**config.mk**
```make
export PLATFORM = sky130hd
export DESIGN_NAME = clarvi_avalon_pipe
export DESIGN_NICKNAME = d
export VERILOG_FILES = /design/src/rtl/clarvi_pkg.sv /design/src/rtl/clarvi_latency_pipe.sv /design/src/rtl/clarvi_avalon_pipe.sv
export SDC_FILE = /design/constraint.sdc
export NUM_CORES = 1
export LEC_CHECK = 0
export BUFFER_PORTS_ARGS = -buffer_cell sky130_fd_sc_hd__buf_2
export CAP_MARGIN = 20
export CORE_MARGIN = 2
export CORE_UTILIZATION = 40
export CTS_CLUSTER_DIAMETER = 30
export DETAILED_ROUTE_END_ITERATION = 10
export PLACE_DENSITY = 0.82
export SLEW_MARGIN = 10
export SYNTH_ARGS = -nofsm -noshare
export SYNTH_HDL_FRONTEND = slang
export SYNTH_SLANG_ARGS = --single-unit
```
**constraint.sdc**
```tcl
create_clock -name clock -period 1.9 [get_ports clock]
set_input_delay 0.095 -clock clock [delete_from_list [all_inputs] [get_ports clock]]
set_output_delay 0.095 -clock clock [all_outputs]
set_load 0.005 [all_outputs]
```
**src/rtl/clarvi_pkg.sv**
```systemverilog
// clarvi_pkg: shared FSM state and command-register types for the Avalon pipe.
package clarvi_pkg;
    localparam int MAX_ADDR_WIDTH = 32;
    localparam int MAX_DATA_WIDTH = 64;
    localparam int MAX_BE_WIDTH   = MAX_DATA_WIDTH / 8;

    typedef enum logic {IDLE, CMD} state_t;

    // Sized for the widest legal configuration; narrower builds zero-extend.
    typedef struct packed {
        logic                      write;
        logic [MAX_ADDR_WIDTH-1:0] address;
        logic [MAX_BE_WIDTH-1:0]   byteenable;
        logic [MAX_DATA_WIDTH-1:0] writedata;
    } cmd_t;
endpackage

```
**src/rtl/clarvi_latency_pipe.sv**
```systemverilog
// clarvi_latency_pipe: DEPTH-stage valid shift register standing in for readdatavalid on fixed-latency slaves.
module clarvi_latency_pipe #(
    parameter int DEPTH = 1
) (
    input  logic clock,
    input  logic reset,
    input  logic in_valid,
    output logic out_valid
);
    logic [DEPTH-1:0] sr;

    always_ff @(posedge clock or posedge reset) begin
        if (reset) sr <= '0;
        else       sr <= (sr << 1) | DEPTH'(in_valid);
    end

    assign out_valid = sr[DEPTH-1];
endmodule

```
**src/rtl/clarvi_avalon_pipe.sv**
```systemverilog
// clarvi_avalon_pipe: core request port to Avalon-MM master bridge with back-to-back
// command issue, outstanding-read tracking and optional fixed-latency response timing.
module clarvi_avalon_pipe
    import clarvi_pkg::*;
#(
    parameter int ADDR_WIDTH        = 14,
    parameter int DATA_WIDTH        = 32,
    parameter int MAX_PENDING       = 4,
    parameter int USE_READDATAVALID = 1,
    parameter int FIXED_LATENCY     = 1
) (
    input  logic                               clock,
    input  logic                               reset,
    input  logic                               core_req_valid,
    output logic                               core_req_ready,
    input  logic                               core_req_write,
    input  logic [ADDR_WIDTH-1:0]              core_req_address,
    input  logic [DATA_WIDTH/8-1:0]            core_req_byteenable,
    input  logic [DATA_WIDTH-1:0]              core_req_writedata,
    output logic                               core_rsp_valid,
    output logic [DATA_WIDTH-1:0]              core_rsp_data,
    input  logic                               cpu_mem_pause,
    output logic [ADDR_WIDTH-1:0]              avm_address,
    output logic [DATA_WIDTH/8-1:0]            avm_byteenable,
    output logic                               avm_read,
    output logic                               avm_write,
    output logic [DATA_WIDTH-1:0]              avm_writedata,
    input  logic                               avm_waitrequest,
    input  logic [DATA_WIDTH-1:0]              avm_readdata,
    input  logic                               avm_readdatavalid,
    output logic [$clog2(MAX_PENDING+1)-1:0]   pending_count,
    output logic                               protocol_error
);
    localparam int CW = $clog2(MAX_PENDING + 1);
    localparam logic [CW-1:0] MAXP = CW'(MAX_PENDING);

    state_t state, state_n;
    cmd_t   cmd;
    logic   hs, rd_hs, rsp, unused_hi;

    assign core_req_ready = !cpu_mem_pause && (state == IDLE || !avm_waitrequest) &&
                            (core_req_write || pending_count < MAXP);
    assign hs    = core_req_valid && core_req_ready;
    assign rd_hs = hs && !core_req_write;

    always_comb begin
        state_n = state;
        state_n = hs ? CMD : (state == CMD && !avm_waitrequest) ? IDLE : state;
    end

    // A new command can only load when the previous one is accepted, so fields never move under waitrequest.
    always_ff @(posedge clock or posedge reset) begin
        if (reset) begin
            state <= IDLE;
            cmd   <= '0;
        end else begin
            state <= state_n;
            if (hs)
                cmd <= '{write:      core_req_write,
                         address:    MAX_ADDR_WIDTH'(core_req_address),
                         byteenable: MAX_BE_WIDTH'(core_req_byteenable),
                         writedata:  MAX_DATA_WIDTH'(core_req_writedata)};
        end
    end

    assign avm_read       = state == CMD && !cmd.write;
    assign avm_write      = state == CMD && cmd.write;
    assign avm_address    = cmd.address[ADDR_WIDTH-1:0];
    assign avm_byteenable = cmd.byteenable[DATA_WIDTH/8-1:0];
    assign avm_writedata  = cmd.writedata[DATA_WIDTH-1:0];
    assign unused_hi      = ^{cmd.address >> ADDR_WIDTH, cmd.byteenable >> (DATA_WIDTH/8),
                              cmd.writedata >> DATA_WIDTH};

    generate
        if (USE_READDATAVALID != 0) begin : g_var
            assign rsp = avm_readdatavalid;
        end else begin : g_fix
            logic accept;
            assign accept = avm_read && !avm_waitrequest;
            clarvi_latency_pipe #(.DEPTH(FIXED_LATENCY)) u_pipe (
                .clock     (clock),
                .reset     (reset),
                .in_valid  (accept),
                .out_valid (rsp)
            );
        end
    endgenerate

    assign core_rsp_valid = rsp;
    assign core_rsp_data  = avm_readdata;

    // A response with nothing outstanding is flagged and the count held at zero.
    always_ff @(posedge clock or posedge reset) begin
        if (reset) begin
            pending_count  <= '0;
            protocol_error <= 1'b0;
        end else begin
            if (rsp && pending_count == '0) protocol_error <= 1'b1;
            if (rd_hs && !rsp)
                pending_count <= pending_count + 1'b1;
            else if (rsp && !rd_hs && pending_count != '0)
                pending_count <= pending_count - 1'b1;
        end
    end
endmodule

```
==> flow_metrics.py <==
metrics = {
    "layout": {
        "final_cell_mix": "buf_2, dfrtp_1, mux2_4",
        "seq_area_um2": 1400,
        "nets": 366,
        "antennaDiodeCount": 0,
        "final_common_cell": "buf_2",
        "drive_above_1_share_pct": 67.5,
        "multi_input_area_um2": 1030,
        "syn_to_final_growth_pct": 7.82,
        "fillers": 703,
    },
    "place": {
        "hpwl_um": 3890,
        "io_buffer_count": 114,
        "gp_congestion": 0.793,
    },
    "timing": {
        "setup_violations": 0,
        "fin_crit_ps": 1810,
        "rsz0062_at_grt": "true",
        "relSlewSlack_pct": 59.8,
        "worst-slew-pin-transition_ps": 603,
        "fmax_mhz": 554,
        "period_share_pct": 95.0,
        "whs_ps": 20.4,
        "final.setup.tns_ps": 0,
        "skew_ps": 8.54,
        "slew_violations": 0,
        "finalHoldViolations": 0,
    },
    "yosys": {
        "syn_inst": 231,
        "yosysSeqAreaShare_pct": 44.9,
        "avgSynthCellArea_um2": 13.5,
        "ys_warn_count": 0,
        "syn_nets": 321,
        "syn_area_um2": 3120,
        "yosys_register_bits": 56,
        "synth_cell_type_count": 30,
    },
    "clock_network": {
        "clockBufferDepth": 2,
        "clk_pin_slew_worst_paths_ps": 100,
        "cts_tree": "yes",
        "cts_inserted_buffers": 5,
        "root_buffer": "clkbuf_8",
        "clk_latency_ps": 300,
        "htreeDepth": 2,
        "numClockSinks": 56,
    },
    "min_path": {
        "whs_path_depth": 2,
        "min_delay_worst_endpoint": "avm_writedata[19]$_DFFE_PP0N_",
        "hold_path_class": "in -> reg",
        "hold_start": "core_req_writedata[19]",
    },
    "critical_path": {
        "crit_path_end_kind": "flip-flop",
        "worst_ep_required_time_ps": 2080,
        "cp_max_fo": 3,
        "worst_ep_arrival_time_ps": 1980,
        "cp_cell_sequence": "nor4b_4, nand2_1, fa_1, mux2_2, nand3_1, nand4_1",
        "cp_top_family": "simple AND/OR/NAND/NOR gates",
        "worstSetupStartpointType": "flip-flop",
        "max_stage_delay_ps": 480,
        "cp_slowest_cell": "fa_1",
        "r2r-end": "pending_count[1]$_DFFE_PP0P_",
        "critPathKind": "reg -> reg",
        "path_buf_inv": 0,
        "rrSetupSlack_ps": 90,
        "rr_worst_depth": 6,
        "r2r_start": "pending_count[2]$_DFFE_PP0P_",
    },
    "floorplan": {
        "die-area_um2": 8530,
        "die_h_um": 92.3,
        "ios": 179,
        "core_area_um2": 7650,
        "row_count": 32,
        "chipWidth_um": 92.3,
        "start_util_pct": 40.8,
    },
    "job": {
        "maxCapViolCount": 0,
    },
    "detailed_routing": {
        "top_layer": "met4",
        "route.detailed.wl_per_inst_um": 13.7,
        "dr_wl_met2_um": 2460,
        "antenna_left": 0,
        "drt-met1-wl_um": 2180,
        "route.detailed.drc": 0,
        "vias_per_cell": 4.49,
        "drt-pass1-iter-count": 4,
        "wl_met3_um": 454,
        "finalWirelength_um": 5200,
        "drt_iter0_markers": 17,
        "routed-via-count": 1701,
    },
    "pwr": {
        "pwr-share-seq_pct": 46.7,
        "power_density_nw_per_um2": 1190,
        "p_sw_uw": 1160,
        "power_frac_clock_pct": 15.5,
        "ir_worst_vdd_mv": 0.471,
        "p_comb_share_pct": 37.8,
        "p_leak_uw": 0.00179,
        "power_uw": 4010,
        "switching_share_pct": 29.0,
        "p_int_uw": 2840,
    },
    "outcome": {
        "status": "finished, final reports clean",
    },
    "grt": {
        "grt_max_degree": 30,
        "grt_pass1_vias": 1754,
        "grt_util_all_layers_pct": 12.4,
        "grt_first_pass_wirelength_um": 8480,
        "gr-total-overflow": 0,
        "antenna_found_initial": 0,
    },
}
==> Yosys cell counts <==
cell type	instances	share of area, %
buf_4	83	20
dfrtp_1	56	45
mux2_4	49	24
buf_6	5	1.8
nand2_1	5	0.60
mux2_2	3	1.1
o21ai_0	3	0.48
and2_1	2	0.40
inv_1	2	0.24
nor2_1	2	0.24
nor2b_1	2	0.40
a211o_1	1	0.28
a211oi_1	1	0.24
a21boi_0	1	0.24
a21oi_1	1	0.16
a31o_2	1	0.28
a32oi_1	1	0.28
clkbuf_1	1	0.12
fa_1	1	0.64
nand2b_1	1	0.20
nand2b_2	1	0.28
nand3_1	1	0.16
nand4_1	1	0.20
nand4b_4	1	0.76
nor4_2	1	0.40
nor4b_4	1	0.76
o211a_1	1	0.32
o21ai_2	1	0.28
o41ai_1	1	0.28
or4b_4	1	0.44
==> stage by stage <==
step | std cells | utilization [%] | instance area [um2] | setup slack, ps
floorplan | 231 | - | 3120 | 35.4
global placement | 364 | 41.9 | 3210 | 185
detailed placement | 364 | 41.9 | 3210 | 81.7
CTS | 377 | 43.7 | 3340 | 77.9
global route | 379 | 44.0 | 3370 | -26.0
finish | 379 | 44.0 | 3370 | 94.2
==> worst reg2reg max path: cells and delay by family (launching register included) <==
kind | cells | cell delay (ps)
simple gates | 4 | 510
flops | 1 | 410
mux | 1 | 280
fa+ha+maj | 1 | 480
==> worst max-delay path by stage <==
| stage | to | from | slack (ps) | cells past startpoint |
|---|---|---|---|---|
| final | pending_count[1]$_DFFE_PP0P_ | pending_count[2]$_DFFE_PP0P_ | 90 | 6 |
| after global routing | pending_count[1]$_DFFE_PP0P_ | pending_count[2]$_DFFE_PP0P_ | -30 | 6 |
| after CTS | pending_count[1]$_DFFE_PP0P_ | pending_count[2]$_DFFE_PP0P_ | 80 | 6 |
| after detailed placement | pending_count[1]$_DFFE_PP0P_ | pending_count[2]$_DFFE_PP0P_ | 80 | 6 |
| after global placement | pending_count[1]$_DFFE_PP0P_ | pending_count[2]$_DFFE_PP0P_ | 180 | 6 |
| after floorplan | pending_count[1]$_DFFE_PP0P_ | pending_count[2]$_DFFE_PP0P_ | 40 | 6 |
==> state kept, by name, summed over array words and instances (netlist names) <==
signal          flops
avm_address        14
cmd                 1
avm_writedata      32
state               1
pending_count       3
protocol_error      1
avm_byteenable      4
==> routing by layer <==
metal,vias to the layer above,global-route usage [%]
met5,-,0
met4,0,4.35
met3,18,3.58
met2,85,19.9
met1,820,16.0
li1,778,-
==> cell type report <==
| class | instances | share of cell area, % |
|---|---|---|
| inverter | 2 | 0.223 |
| timing repair buffer | 127 | 21.1 |
| multi-input combinational | 84 | 30.7 |
| clock buffer | 7 | 2.27 |
| sequential | 56 | 41.6 |
| tap | 102 | 3.79 |
| clock inverter | 1 | 0.260 |
==> timing repair <==
item | 4_1_cts | 5_1_grt
setup buffers | 0 | 0
hold buffers | 5 | 2
setup endpoints to repair | 0 | 1
resized for setup | 0 | 1
hold endpoints to repair | 31 | 2
==> kinds of logic after synthesis <==
logic type / Yosys count / synth area share (%)
DFF: 56 / 44.9
adders and majority gates: 1 / 0.641
muxes: 52 / 24.6
buffers and inverters: 91 / 22.1
AOI/OAI and AO/OA: 12 / 2.85
and+or+nand+nor: 19 / 4.85
==> power by group through the flow <==
stage          registers (uW)  logic [uW]  clock network (uW)
2_1_floorplan            1840        1480                   0
3_3_place_gp             1860        1490                   0
3_5_place_dp             1890        1520                   0
4_1_cts                  1870        1530                 666
5_1_grt                  1930        1660                 722
6_report                 1870        1510                 622
Power figures use the tool's default switching activity.
